--- config.mk ---
export PLATFORM = sky130hd
export DESIGN_NAME = hazard_ctrl
export DESIGN_NICKNAME = d
export VERILOG_FILES = /design/src/rtl/hazard_pkg.sv /design/src/rtl/fwd_sel_unit.sv /design/src/rtl/hazard_ctrl.sv
export SDC_FILE = /design/constraint.sdc
export NUM_CORES = 1
export LEC_CHECK = 0
export ABC_AREA = 0
export BUFFER_PORTS_ARGS = -buffer_cell sky130_fd_sc_hd__buf_2
export CAP_MARGIN = 20
export CORE_UTILIZATION = 40
export CTS_BUF_LIST = sky130_fd_sc_hd__clkbuf_8 sky130_fd_sc_hd__clkbuf_16
export DETAILED_ROUTE_END_ITERATION = 10
export PLACE_DENSITY_LB_ADDON = 0.05
export SETUP_SLACK_MARGIN = 0.05
export SKIP_LAST_GASP = 1
export SYNTH_ARGS = -nofsm -noshare
export SYNTH_HDL_FRONTEND = slang
export SYNTH_SLANG_ARGS = --single-unit
--- constraint.sdc ---
create_clock -name clk -period 2.2 [get_ports clk]
set_input_delay 0 -clock clk [delete_from_list [all_inputs] [get_ports clk]]
set_output_delay 0 -clock clk [all_outputs]
set_load 0.005 [all_outputs]
--- src/rtl/hazard_pkg.sv ---
// hazard_pkg: shared forward-select encodings and register address width
package hazard_pkg;
   localparam int         REG_ADDR_W = 5;
   localparam logic [1:0] FWD_RF     = 2'b00;
   localparam logic [1:0] FWD_WB     = 2'b01;
   localparam logic [1:0] FWD_MEM    = 2'b10;
endpackage

--- src/rtl/fwd_sel_unit.sv ---
// fwd_sel_unit: operand forward select for one Execute-stage source register
//   rs                      source register being read in Execute
//   rd_m, reg_write_m       Memory-stage destination and write enable
//   rd_w, reg_write_w       Writeback-stage destination and write enable
//   sel                     FWD_MEM / FWD_WB / FWD_RF
module fwd_sel_unit
   import hazard_pkg::*;
(
   input  logic [REG_ADDR_W-1:0] rs,
   input  logic [REG_ADDR_W-1:0] rd_m,
   input  logic                  reg_write_m,
   input  logic [REG_ADDR_W-1:0] rd_w,
   input  logic                  reg_write_w,
   output logic [1:0]            sel
);
   // Memory is checked first so the youngest producer wins; x0 never forwards
   always_comb
      sel = (reg_write_m && rd_m != '0 && rd_m == rs) ? FWD_MEM :
            (reg_write_w && rd_w != '0 && rd_w == rs) ? FWD_WB  : FWD_RF;
endmodule

--- src/rtl/hazard_ctrl.sv ---
// hazard_ctrl: 5-stage pipeline forwarding, load-use stall and branch flush control
//   clk, reset_n                      clock, async active-low reset
//   rs1_d, rs2_d                      Decode-stage sources
//   rs1_e, rs2_e, rd_e                Execute-stage sources and destination
//   reg_write_e, load_e, pc_src_e     Execute-stage write, load, taken branch
//   forward_a_e, forward_b_e          operand-mux selects
//   stall_f, stall_d, flush_d, flush_e pipeline register controls
//   stall_cnt, flush_cnt              saturating event counters
module hazard_ctrl
   import hazard_pkg::*;
(
   input  logic                  clk,
   input  logic                  reset_n,
   input  logic [REG_ADDR_W-1:0] rs1_d,
   input  logic [REG_ADDR_W-1:0] rs2_d,
   input  logic [REG_ADDR_W-1:0] rs1_e,
   input  logic [REG_ADDR_W-1:0] rs2_e,
   input  logic [REG_ADDR_W-1:0] rd_e,
   input  logic                  reg_write_e,
   input  logic                  load_e,
   input  logic                  pc_src_e,
   output logic [1:0]            forward_a_e,
   output logic [1:0]            forward_b_e,
   output logic                  stall_f,
   output logic                  stall_d,
   output logic                  flush_d,
   output logic                  flush_e,
   output logic [15:0]           stall_cnt,
   output logic [15:0]           flush_cnt
);
   logic [REG_ADDR_W-1:0] rd_m, rd_w;
   logic                  reg_write_m, reg_write_w;
   logic                  lw_stall;

   fwd_sel_unit u_fwd_a (
      .rs(rs1_e), .rd_m(rd_m), .reg_write_m(reg_write_m),
      .rd_w(rd_w), .reg_write_w(reg_write_w), .sel(forward_a_e)
   );

   fwd_sel_unit u_fwd_b (
      .rs(rs2_e), .rd_m(rd_m), .reg_write_m(reg_write_m),
      .rd_w(rd_w), .reg_write_w(reg_write_w), .sel(forward_b_e)
   );

   // A taken branch squashes the Decode instruction, so no stall is needed for it
   always_comb begin
      lw_stall = load_e && rd_e != '0 && !pc_src_e && (rd_e == rs1_d || rd_e == rs2_d);
      stall_f  = lw_stall;
      stall_d  = lw_stall;
      flush_d  = pc_src_e;
      flush_e  = lw_stall || pc_src_e;
   end

   always_ff @(posedge clk or negedge reset_n)
      if (!reset_n) begin
         rd_m        <= '0;
         reg_write_m <= 1'b0;
         rd_w        <= '0;
         reg_write_w <= 1'b0;
         stall_cnt   <= '0;
         flush_cnt   <= '0;
      end else begin
         rd_m        <= rd_e;
         reg_write_m <= reg_write_e;
         rd_w        <= rd_m;
         reg_write_w <= reg_write_m;
         if (lw_stall && stall_cnt != 16'hFFFF) stall_cnt <= stall_cnt + 16'd1;
         if (pc_src_e && flush_cnt != 16'hFFFF) flush_cnt <= flush_cnt + 16'd1;
      end
endmodule

==> metrics.md, run 1 <==
| Metric | Value |
|---|---|
| Outcome | completed |
| Global routing's busiest layer | met2 |
| Mapped Cells | 207 |
| Post-route cell area | 2877 µm² |
| Overall fraction of global-route tracks in use | 0.1692 |
| Worst supply voltage drop on vdd | 0.0003863 V |
| Via count of the first global-routing pass | 1715 |
| Clock slew seen by the registers of the worst setup and hold paths | 0.07 ns |
| Final Core Density | 0.5224 |
| Critical path capture point type | primary output |
| H-tree depth | 2 |
| Leakage dissipation | 1.355 nW |
| Clock Skews | 0.006774 ns |
| Tightest Hold Check Type | input pin to flop |
| Number of non-filler instances in the completed layout | 359 |
| Data arrival time at the worst-slack endpoint | 1.96 ns |
| # IOs | 70 |
| Layout cells sized above 1 | 0.2927 |
| Total standard cell area after synthesis | 2282 µm² |
| Gp weighted congestion | 0.7692 |
| Root buffer cell | sky130_fd_sc_hd__clkbuf_8 |
| Minimum period implied by the final worst setup slack | 1.961 ns |
| CP startpoint kind | flop |
| Worst Tran Pin Value | 0.5493 ns |
| Number of diodes | 0 |
| Number of antenna-violating nets in the routed design | 0 |
| Clock buffer depth | 2 |
| TritonCTS clock tree | done |
| Fin. Hold Viols | 0 |
| Setup repair after global routing missed its margin | no |
| Maximum number of pins on one net before global-route repair | 45 |
| Number of sinks handled by clock tree synthesis | 44 |
| Total CTS buffers | 5 |
| Via-to-Cell Ratio | 5.128 |
| Final Net Count | 320 |
| First-pass iteration count of the detailed router | 4 |
| Pwr dens | 693.4 nW/µm² |
| Largest cells by area after synthesis | sky130_fd_sc_hd__dfrtp_1 (48%), sky130_fd_sc_hd__xnor2_1 (15%), sky130_fd_sc_hd__xor2_1 (6.9%) |
| Insertion delay to the later sink of the worst-skew pair | 0.29 ns |
| Number of violations of the max-capacitance limit | 0 |
| Die Span X | 77.54 µm |
| Number of warnings reported in the yosys synthesis log | 0 |
| Worst slew slack as a fraction of its limit | 0.6338 |
| Total routed wirelength | 4.813 mm |
| Count of fill cells added during filler insertion | 534 |
| Syn_area_per_cell | 11.03 µm² |
| DRC violations left | 0 |
| Area share of the largest cell type after synthesis | 0.4825 |
| Sequential fraction of the synthesis area | 0.4825 |
| Antenna violations before repair | 0 |
| DP HPWL | 3.541 mm |
| Height of the die | 77.54 µm |
| Total placed cells including tap cells | 346 |
| Highest attainable clock frequency | 0.5099 GHz |
| Final routed wire length divided by cell count | 13.41 µm |
| Yosys cell types | 33 |
| Core ar. | 5507 µm² |
| Post-Place Cell Area | 2708 µm² |
| Iter 0 DRT Violations | 101 |
| Area of the die | 6012 µm² |
| Met1 demand-to-capacity share in global routing | 0.2265 |
| Critical path peak fanout | 4 |
| Worst flop-to-flop path startpoint | flush_cnt[0] |
| Final setup violation count | 0 |
| Effective utilization at floorplan | 0.4145 |
| Flop-to-flop setup slack | 0.34 ns |
| GR Layer Usage met2 | 0.2673 |
| Global-route wire length before repair | 8.045 mm |
| Crit path kind | flop to primary output |
| Total number of vias | 1841 |
| Library cell occupying the most area in the post-synthesis netlist | sky130_fd_sc_hd__dfrtp_1 |
| Global routing usage on met3 | 0.04235 |
| PortBufs | 69 |
| Worst setup startpoint | rd_m[0] |
| Period utilisation layout | 0.8914 |
| #FFs+latches synth | 44 |
| Final max-slew violation count | 0 |
| Gr ovfl total | 0 |
| Row Count | 27 |
| Growth of design area from synthesis to finish | 26.04% |
| Critical path data required time | 2.20 ns |
| Hold path startpoint | pc_src_e |
| Post-layout power | 0.001995 W |
| Synthesized netlist net count | 239 |
| Sum Neg Setup Slack | 0 ns |
==> registers in the layout, indices dropped and copies added, names as in the netlist <==
name         flops
reg_write_w      1
rd_m             5
flush_cnt       16
stall_cnt       16
rd_w             5
reg_write_m      1
==> cell type report <==
type | instances | area, µm² | area share
clock buffers | 5 | 68.82 | 0.02392
clock inverters | 1 | 30.03 | 0.01044
inverters | 1 | 3.754 | 0.001305
multi-input cells | 158 | 1152 | 0.4006
flip-flops and latches | 44 | 1101 | 0.3828
well taps | 72 | 90.09 | 0.03132
repair buffers | 78 | 430.4 | 0.1496
==> layer usage <==
metal / wire length (µm) / vias to the layer above
li1: - / 899
met1: 2249 / 871
met2: 2246 / 59
met3: 248 / 12
met4: 69 / 0
met5: 0 / -
==> critical path: stages (launching register included) <==
cell	delay, ns
sky130_fd_sc_hd__dfrtp_1	0.42
sky130_fd_sc_hd__or4_1	0.53
sky130_fd_sc_hd__o21ai_1	0.21
sky130_fd_sc_hd__nor4_1	0.10
sky130_fd_sc_hd__nor4_1	0.26
sky130_fd_sc_hd__buf_2	0.15
==> cells in the final DEF, fill, tap and decap left out, types with 4 or more instances in the layout <==
| master | n |
|---|---|
| sky130_fd_sc_hd__nor2_1 | 7 |
| sky130_fd_sc_hd__nor4_1 | 6 |
| sky130_fd_sc_hd__buf_2 | 69 |
| sky130_fd_sc_hd__nand2_1 | 10 |
| sky130_fd_sc_hd__xnor2_1 | 38 |
| sky130_fd_sc_hd__dfrtp_1 | 44 |
| sky130_fd_sc_hd__and3_1 | 8 |
| sky130_fd_sc_hd__xor2_1 | 18 |
| sky130_fd_sc_hd__clkbuf_8 | 5 |
| sky130_fd_sc_hd__a21oi_1 | 5 |
| sky130_fd_sc_hd__dlygate4sd3_1 | 7 |
| sky130_fd_sc_hd__or4_1 | 4 |
| sky130_fd_sc_hd__nand4_1 | 9 |
| sky130_fd_sc_hd__and4_1 | 8 |
| sky130_fd_sc_hd__nand3_1 | 21 |
==> report_power, final <==
group | total [W] | switching (W) | internal, W | leakage, nW
Clock | 0.000576 | 0.000250 | 0.000326 | 0.0501
Combinational | 0.000388 | 0.000179 | 0.000209 | 0.739
Sequential | 0.00103 | 0.000127 | 0.000904 | 0.566
==> repair_timing <==
| action | 4_1_cts | 5_1_grt |
|---|---|---|
| setup buffers | 0 | 0 |
| hold buffers | 7 | 0 |
| setup endpoints to repair | 0 | 2 |
| gates resized for setup | 0 | 1 |
| hold endpoints to repair | 50 | 0 |
==> synthesized netlist by cell type <==
| library cell | instances |
|---|---|
| sky130_fd_sc_hd__nor3b_1 | 1 |
| sky130_fd_sc_hd__dfrtp_1 | 44 |
| sky130_fd_sc_hd__mux2_2 | 1 |
| sky130_fd_sc_hd__nor2b_1 | 3 |
| sky130_fd_sc_hd__or2_1 | 1 |
| sky130_fd_sc_hd__nand4_1 | 9 |
| sky130_fd_sc_hd__a31oi_4 | 1 |
| sky130_fd_sc_hd__nand2_1 | 10 |
| sky130_fd_sc_hd__nand2_4 | 1 |
| sky130_fd_sc_hd__o21ai_0 | 2 |
| sky130_fd_sc_hd__ha_1 | 2 |
| sky130_fd_sc_hd__nor4b_1 | 1 |
| sky130_fd_sc_hd__and4_1 | 8 |
| sky130_fd_sc_hd__nand3_1 | 21 |
| sky130_fd_sc_hd__nor4b_2 | 1 |
| sky130_fd_sc_hd__or4_1 | 4 |
| sky130_fd_sc_hd__and2_1 | 2 |
| sky130_fd_sc_hd__mux2_1 | 1 |
| sky130_fd_sc_hd__nor3_1 | 2 |
| sky130_fd_sc_hd__xnor2_1 | 38 |
| sky130_fd_sc_hd__inv_1 | 1 |
| sky130_fd_sc_hd__nand4b_1 | 1 |
| sky130_fd_sc_hd__nor2_1 | 7 |
| sky130_fd_sc_hd__nand2b_1 | 1 |
| sky130_fd_sc_hd__or4_4 | 1 |
| sky130_fd_sc_hd__and3_1 | 8 |
| sky130_fd_sc_hd__nor4_1 | 6 |
| sky130_fd_sc_hd__o21ai_4 | 1 |
| sky130_fd_sc_hd__buf_4 | 2 |
| sky130_fd_sc_hd__o22ai_2 | 1 |
| sky130_fd_sc_hd__a21oi_1 | 5 |
| sky130_fd_sc_hd__buf_2 | 2 |
| sky130_fd_sc_hd__xor2_1 | 18 |
==> per-stage QoR <==
stage                     hold slack, ns  worst slack (ns)
after global placement            0.1090            0.4033
after CTS                        0.08426           0.08032
final                            0.08341            0.2390
after global routing              0.1495            0.1091
after detailed placement          0.1109            0.3787
after floorplan                  -0.2956            0.5106
==> kinds of logic after synthesis <==
kind of cell    count (synthesis)  share of synthesized area
xor+xnor                       56                     0.2149
simple gates                   88                     0.2319
mux                             2                   0.009868
flops                          44                     0.4825
compound gates                 10                    0.03728
fa+ha+maj                       2                    0.01096
buf+inv                         5                    0.01261
==> worst paths after layout <==
path                                       end  cells after the start
worst max-delay path            forward_b_e[0]                      5
worst min-delay path              flush_cnt[2]                      3
worst max register to register    flush_cnt[1]                      5
max in group asynchronous         flush_cnt[0]                      3
worst min register to register     reg_write_w                      0
min in group asynchronous              rd_w[2]                      3
(Power assumes the default switching activity.)
==> run 2, diff against run 1 <==
- RECOVER_POWER: not set -> 25
==> run 2 against run 1 <==
Net effect: final cell count did not move; first-iteration DRC count rose by 6.9%; combinational power barely moved; routed wire length fell by 0.60%; clock-buffer cell count did not move; die area did not move; final area fell by 0.35%; register-to-register slack barely moved; power fell by 0.18%; global-route usage did not move; critical endpoint is now flush_e.
==> metrics.md, run 2 (synthesis gave the netlist of run 1 again) <==
| Metric | Value |
|---|---|
| Fin. Hold Viols | 0 |
| Met3 wire length | 232 µm |
| Critical path data required time | 2.20 ns |
| Maximum number of pins on one net before global-route repair | 45 |
| Core ar. | 5507 µm² |
| Worst hold endpoint | flush_cnt[2] |
| Growth of design area from synthesis to finish | 25.60% |
| Relative contribution of the clock network to total power | 0.288 |
| Effective utilization at floorplan | 0.4145 |
| Gr ovfl total | 0 |
| Number of diodes | 0 |
| Hold Crit Depth | 3 |
| Multi-input gate area in the final layout | 1152 µm² |
| First-pass iteration count of the detailed router | 4 |
| Sum Neg Setup Slack | 0 ns |
| Total routed wirelength | 4.784 mm |
| Highest-count cells in the layout ignoring fill and taps | sky130_fd_sc_hd__buf_2 (63), sky130_fd_sc_hd__dfrtp_1 (44), sky130_fd_sc_hd__xnor2_1 (38), sky130_fd_sc_hd__nand3_1 (21), sky130_fd_sc_hd__xor2_1 (18) |
| Setup repair after global routing missed its margin | no |
| DP HPWL | 3.541 mm |
| Clock buffer depth | 2 |
| Pwr dens | 694.6 nW/µm² |
| Amount of wire on met2 after detailed routing | 2.248 mm |
| Iter 0 DRT Violations | 108 |
| Final max-slew violation count | 0 |
| Critical path peak fanout | 6 |
| Number of sinks handled by clock tree synthesis | 44 |
| Crit path kind | input pin to primary output |
| Total number of vias | 1820 |
| Critical path capture point type | primary output |
| Net switching share of the total power | 0.2783 |
| Tightest Hold Check Type | input pin to flop |
| Worst reg-to-reg path cell count | 5 |
| Final routed wire length divided by cell count | 13.33 µm |
| Clock Skews | 0.006430 ns |
| Critical register-to-register path endpoint | flush_cnt[1] |
| Area of the die | 6012 µm² |
| Final setup violation count | 0 |
| Post-layout power | 0.001991 W |
| Minimum period implied by the final worst setup slack | 1.996 ns |
| Seq pwr share | 0.518 |
| Outcome | completed |
| Layout cells sized above 1 | 0.2718 |
| Insertion delay to the later sink of the worst-skew pair | 0.29 ns |
| Final Net Count | 320 |
| Via-to-Cell Ratio | 5.070 |
| Global-route wire length before repair | 8.045 mm |
| Highest attainable clock frequency | 0.5010 GHz |
| Root buffer cell | sky130_fd_sc_hd__clkbuf_8 |
| TritonCTS clock tree | done |
| Biggest registers after layout | flush_cnt x16, stall_cnt x16 |
| Overall fraction of global-route tracks in use | 0.1692 |
| Die Span X | 77.54 µm |
| Most common library cell in the layout ignoring fill and taps | sky130_fd_sc_hd__buf_2 |
| Count of fill cells added during filler insertion | 538 |
| Height of the die | 77.54 µm |
| Leakage dissipation | 1.338 nW |
| CP startpoint kind | input pin |
| Flop-to-flop setup slack | 0.34 ns |
| Worst flop-to-flop path startpoint | flush_cnt[0] |
| DRC violations left | 0 |
| Row Count | 27 |
| # IOs | 70 |
| Post-CTS Setup Repair Bufs | 0 |
| Total CTS buffers | 5 |
| Worst Tran Pin Value | 1.065 ns |
| Switch Pwr | 0.0005541 W |
| Sequential cell area | 1101 µm² |
| Clock slew seen by the registers of the worst setup and hold paths | 0.07 ns |
| Via count of the first global-routing pass | 1715 |
| PortBufs | 69 |
| Data arrival time at the worst-slack endpoint | 2.00 ns |
| Period utilisation layout | 0.9072 |
| Number of antenna-violating nets in the routed design | 0 |
| Gp weighted congestion | 0.7692 |
| Internal portion of total power | 0.001437 W |
| Worst supply voltage drop on vdd | 0.0003861 V |
| Antenna violations before repair | 0 |
| Highest metal layer used by the detailed router | met4 |
| Proportion of power drawn by combinational gates | 0.194 |
| WL met1 | 2.249 mm |
| H-tree depth | 2 |
| Hold path startpoint | pc_src_e |
| Worst slew slack as a fraction of its limit | 0.2900 |
| Number of violations of the max-capacitance limit | 0 |
==> run 2: changes by cell type in the layout (fill, tap and decap cells not counted), sizes merged <==
cell    change
buf         -7
clkbuf      +7
==> run 2: final cells by class <==
class | instances | share of cell area
clock buffers | 5 | 0.02401
clock inverters | 1 | 0.01048
inverters | 1 | 0.001309
multi-input cells | 158 | 0.4020
flip-flops and latches | 44 | 0.3841
well taps | 72 | 0.03143
repair buffers | 78 | 0.1467
==> run 2: worst max-delay path by stage <==
stage | cells past startpoint | startpoint | slack (ns) | end
after floorplan | 5 | flush_cnt[0] | 0.51 | flush_cnt[1]
after global placement | 5 | flush_cnt[0] | 0.40 | flush_cnt[1]
after detailed placement | 5 | flush_cnt[0] | 0.38 | flush_cnt[1]
after CTS | 5 | rd_m[0] | 0.08 | forward_a_e[0]
after global routing | 5 | rd_m[0] | 0.11 | forward_b_e[0]
final | 7 | rd_e[1] | 0.20 | flush_e
==> run 2: timing repair <==
action / 4_1_cts / 5_1_grt
hold endpoints to repair: 50 / 0
setup endpoints to repair: 0 / 2
resized for setup: 0 / 1
hold buffers: 7 / 0
==> run 2: critical path, stage by stage <==
cell,delay [ns]
sky130_fd_sc_hd__dlygate4sd3_1,0.55
sky130_fd_sc_hd__clkbuf_1,0.18
sky130_fd_sc_hd__or4_4,0.57
sky130_fd_sc_hd__o21ai_4,0.26
sky130_fd_sc_hd__nor2b_1,0.11
sky130_fd_sc_hd__or2_1,0.21
sky130_fd_sc_hd__buf_2,0.12
==> run 2: power groups by stage <==
stage                     Sequential (W)  Clock (W)  Combinational, W
final                            0.00103   0.000574          0.000386
after global routing             0.00105   0.000640          0.000436
after CTS                        0.00103   0.000609          0.000395
after detailed placement         0.00105          0          0.000384
after global placement           0.00104          0          0.000385
after floorplan                  0.00104          0          0.000199
==> run 2: stage by stage <==
step / setup slack [ns] / hold slack [ns] / utilization / cells / cell area (µm²)
after floorplan: 0.5106 / -0.2956 / - / 207 / 2282
after global placement: 0.4033 / 0.1090 / 0.4917 / 346 / 2708
after detailed placement: 0.3787 / 0.1109 / 0.4917 / 346 / 2708
after CTS: 0.08032 / 0.08426 / 0.5224 / 359 / 2877
after global routing: 0.1091 / 0.2429 / 0.5206 / 359 / 2867
final: 0.2041 / 0.1645 / 0.5206 / 359 / 2867
==> run 2: per-layer routing <==
layer / vias up / GRT usage
met3: 6 / 0.04235
met2: 49 / 0.2673
met5: - / 0
met1: 868 / 0.2265
met4: 0 / 0.05472
li1: 897 / -
==> run 3, diff against run 2 <==
- ABC_AREA: 0 -> 1
- SETUP_SLACK_MARGIN: 0.05 -> 0.5
==> run 3 against run 2 <==
Net effect: sequential cell count is the same; synthesized cell count grew 85%; non-clock buffer count grew 12; sequential share of layout area shrank 7.5 points; largest cell class unchanged; final area grew 24%; critical path type is now flop to flop.
==> metrics.md, run 3 <==
| Metric | Value |
|---|---|
| Outcome | completed |
| CP startpoint kind | flop |
| # IOs | 70 |
| Maximum single-stage delay on the critical path | 0.38 ns |
| Count of fill cells added during filler insertion | 690 |
| Root buffer cell | sky130_fd_sc_hd__clkbuf_8 |
| Via-to-Cell Ratio | 4.808 |
| Die Span X | 86.06 µm |
| Top cells by instance count after synthesis | sky130_fd_sc_hd__nand2_1 (136), sky130_fd_sc_hd__dfrtp_1 (44), sky130_fd_sc_hd__nor2_1 (38), sky130_fd_sc_hd__inv_1 (36), sky130_fd_sc_hd__nand4_1 (28) |
| Number of warnings reported in the yosys synthesis log | 0 |
| Total standard cell area after synthesis | 2826 µm² |
| Total routed wirelength | 6.844 mm |
| Setup repair after global routing missed its margin | yes |
| Clock slew seen by the registers of the worst setup and hold paths | 0.09 ns |
| Number of violations of the max-capacitance limit | 0 |
| Worst Tran Pin Value | 0.7296 ns |
| Core ar. | 6794 µm² |
| Overall fraction of global-route tracks in use | 0.1976 |
| Period utilisation layout | 0.7165 |
| Number of diodes | 0 |
| Total number of vias | 2736 |
| Mapped Cells | 382 |
| Leakage dissipation | 1.806 nW |
| Critical path peak fanout | 4 |
| Layout cells sized above 1 | 0.2220 |
| Critical path data required time | 2.39 ns |
| #FFs+latches synth | 44 |
| Final routed wire length divided by cell count | 12.03 µm |
| Minimum period implied by the final worst setup slack | 1.576 ns |
| Iter 0 DRT Violations | 101 |
| Clock buffer depth | 2 |
| Area of the die | 7406 µm² |
| Worst supply voltage drop on vdd | 0.0003691 V |
| Global routing usage on met3 | 0.03176 |
| Most common cell in the synthesized netlist | sky130_fd_sc_hd__nand2_1 |
| Final max-slew violation count | 0 |
| DP HPWL | 5.188 mm |
| Met1 demand-to-capacity share in global routing | 0.2691 |
| Global-route wire length before repair | 11.56 mm |
| GR Layer Usage met2 | 0.3276 |
| Antenna violations before repair | 0 |
| Insertion delay to the later sink of the worst-skew pair | 0.30 ns |
| Most frequent CP cell | sky130_fd_sc_hd__buf_4 |
| Maximum number of pins on one net before global-route repair | 21 |
| TritonCTS clock tree | done |
| First-pass iteration count of the detailed router | 4 |
| Syn_area_per_cell | 7.399 µm² |
| Gr ovfl total | 0 |
| Clock Skews | 0.01024 ns |
| Crit path kind | flop to flop |
| Series of cell instances along the critical path | ha_1 > nand3_2 > nor3_4 > buf_4 > buf_4 > buf_4 > nand3_1 > xor2_1 |
| Data arrival time at the worst-slack endpoint | 1.77 ns |
| Biggest registers after layout | flush_cnt x16, stall_cnt x16 |
| Sum Neg Setup Slack | 0 ns |
| Area share of the largest cell type after synthesis | 0.3896 |
| Highest-count cells in the layout ignoring fill and taps | sky130_fd_sc_hd__nand2_1 (136), sky130_fd_sc_hd__buf_2 (62), sky130_fd_sc_hd__dfrtp_1 (43), sky130_fd_sc_hd__nor2_1 (38), sky130_fd_sc_hd__inv_1 (36) |
| Post-layout power | 0.002103 W |
| Library cell occupying the most area in the post-synthesis netlist | sky130_fd_sc_hd__dfrtp_1 |
| Growth of design area from synthesis to finish | 26.07% |
| Most common library cell in the layout ignoring fill and taps | sky130_fd_sc_hd__nand2_1 |
| Number of antenna-violating nets in the routed design | 0 |
| Gp weighted congestion | 0.8528 |
| Leading register cell type out of synthesis | sky130_fd_sc_hd__dfrtp_1 |
| Final setup violation count | 0 |
| Synthesized netlist net count | 414 |
| EDFF count, synth | 0 |
| Crit path max-delay cell type | sky130_fd_sc_hd__dfrtp_1 |
| Worst slew slack as a fraction of its limit | 0.5136 |
| H-tree depth | 2 |
| Fin. Hold Viols | 0 |
| Yosys cell types | 28 |
| Total CTS buffers | 5 |
| DRC violations left | 0 |
| Final Net Count | 504 |
| FFs w/ async S/R, synth | 1.000 |
| Row Count | 30 |
| Largest cells by area after synthesis | sky130_fd_sc_hd__dfrtp_1 (39%), sky130_fd_sc_hd__nand2_1 (18%), sky130_fd_sc_hd__nand4_1 (6.2%) |
| Height of the die | 86.06 µm |
| Highest attainable clock frequency | 0.6344 GHz |
| PortBufs | 69 |
| Critical path capture point type | flop |
| Via count of the first global-routing pass | 2489 |
| Effective utilization at floorplan | 0.4160 |
| Pwr dens | 590.2 nW/µm² |
| Global routing's busiest layer | met2 |
| Sequential fraction of the synthesis area | 0.3896 |
| Tightest Hold Check Type | input pin to flop |
| Number of sinks handled by clock tree synthesis | 44 |
[run 3: power by group]
group          switching [W]  internal (W)
logic               0.000253      0.000230
registers           0.000105      0.000892
clock network       0.000287      0.000336
[run 3: through the flow]
stage | instances | hold slack [ns] | util | instance area [µm²] | setup WS, ns
2_1_floorplan | 382 | -0.2956 | - | 2826 | 0.6555
3_3_place_gp | 543 | -0.08953 | 0.4801 | 3262 | 0.4435
3_5_place_dp | 543 | -0.09110 | 0.4801 | 3262 | 0.3744
4_1_cts | 567 | 0.02763 | 0.5227 | 3551 | 0.5274
5_1_grt | 569 | 0.08856 | 0.5245 | 3563 | 0.4762
6_report | 569 | 0.06950 | 0.5245 | 3563 | 0.6236
[run 3: worst max-delay path, delay by kind of cell (launching register included)]
family                     cells  cell delay, ns
buffers and inverters          3            0.30
and+or+nand+nor                3            0.42
xor gates and xnor gates       1            0.16
adders and majority gates      1            0.21
DFF                            1            0.38
[run 3: path summary, 6_finish.rpt]
check	from	to	slack (ns)	cells past startpoint
max in group asynchronous	reset_n	rd_w[2]	0.86	3
min in group asynchronous	reset_n	rd_w[1]	0.27	2
hold / removal	pc_src_e	flush_cnt[8]	0.07	3
setup reg to reg	flush_cnt[1]	flush_cnt[8]	0.62	8
setup / recovery	flush_cnt[1]	flush_cnt[8]	0.62	8
hold reg to reg	reg_write_m	reg_write_w	0.36	0
[run 3: logic make-up after synthesis]
kind of cell    count (synthesis)  synth area share
fa+ha+maj                       2          0.008852
xor+xnor                       36            0.1116
flops                          44            0.3896
compound gates                 15           0.03054
simple gates                  239            0.3869
buf+inv                        46           0.07260
[run 3: timing repair]
item                       CTS  global route
gates cloned                 1             0
setup endpoints to repair   27            32
hold buffers                 7             0
gates resized for setup      2             3
pin swaps                    3             1
setup buffers                8             2
hold endpoints to repair    50             0
[run 3: layout make-up]
type / count / area (µm²) / area share
multi-input combinational: 293 / 1551 / 0.4354
sequential: 44 / 1102 / 0.3093
timing repair buffer: 90 / 533.0 / 0.1496
inverter: 38 / 145.1 / 0.04073
tap: 96 / 120.1 / 0.03371
clock buffer: 5 / 68.82 / 0.01931
clock inverter: 3 / 42.54 / 0.01194
[run 3: routing by layer]
metal,up-vias,share of wire
met5,-,0
met4,0,0.010
met3,6,0.043
met2,66,0.46
met1,1265,0.49
li1,1399,-
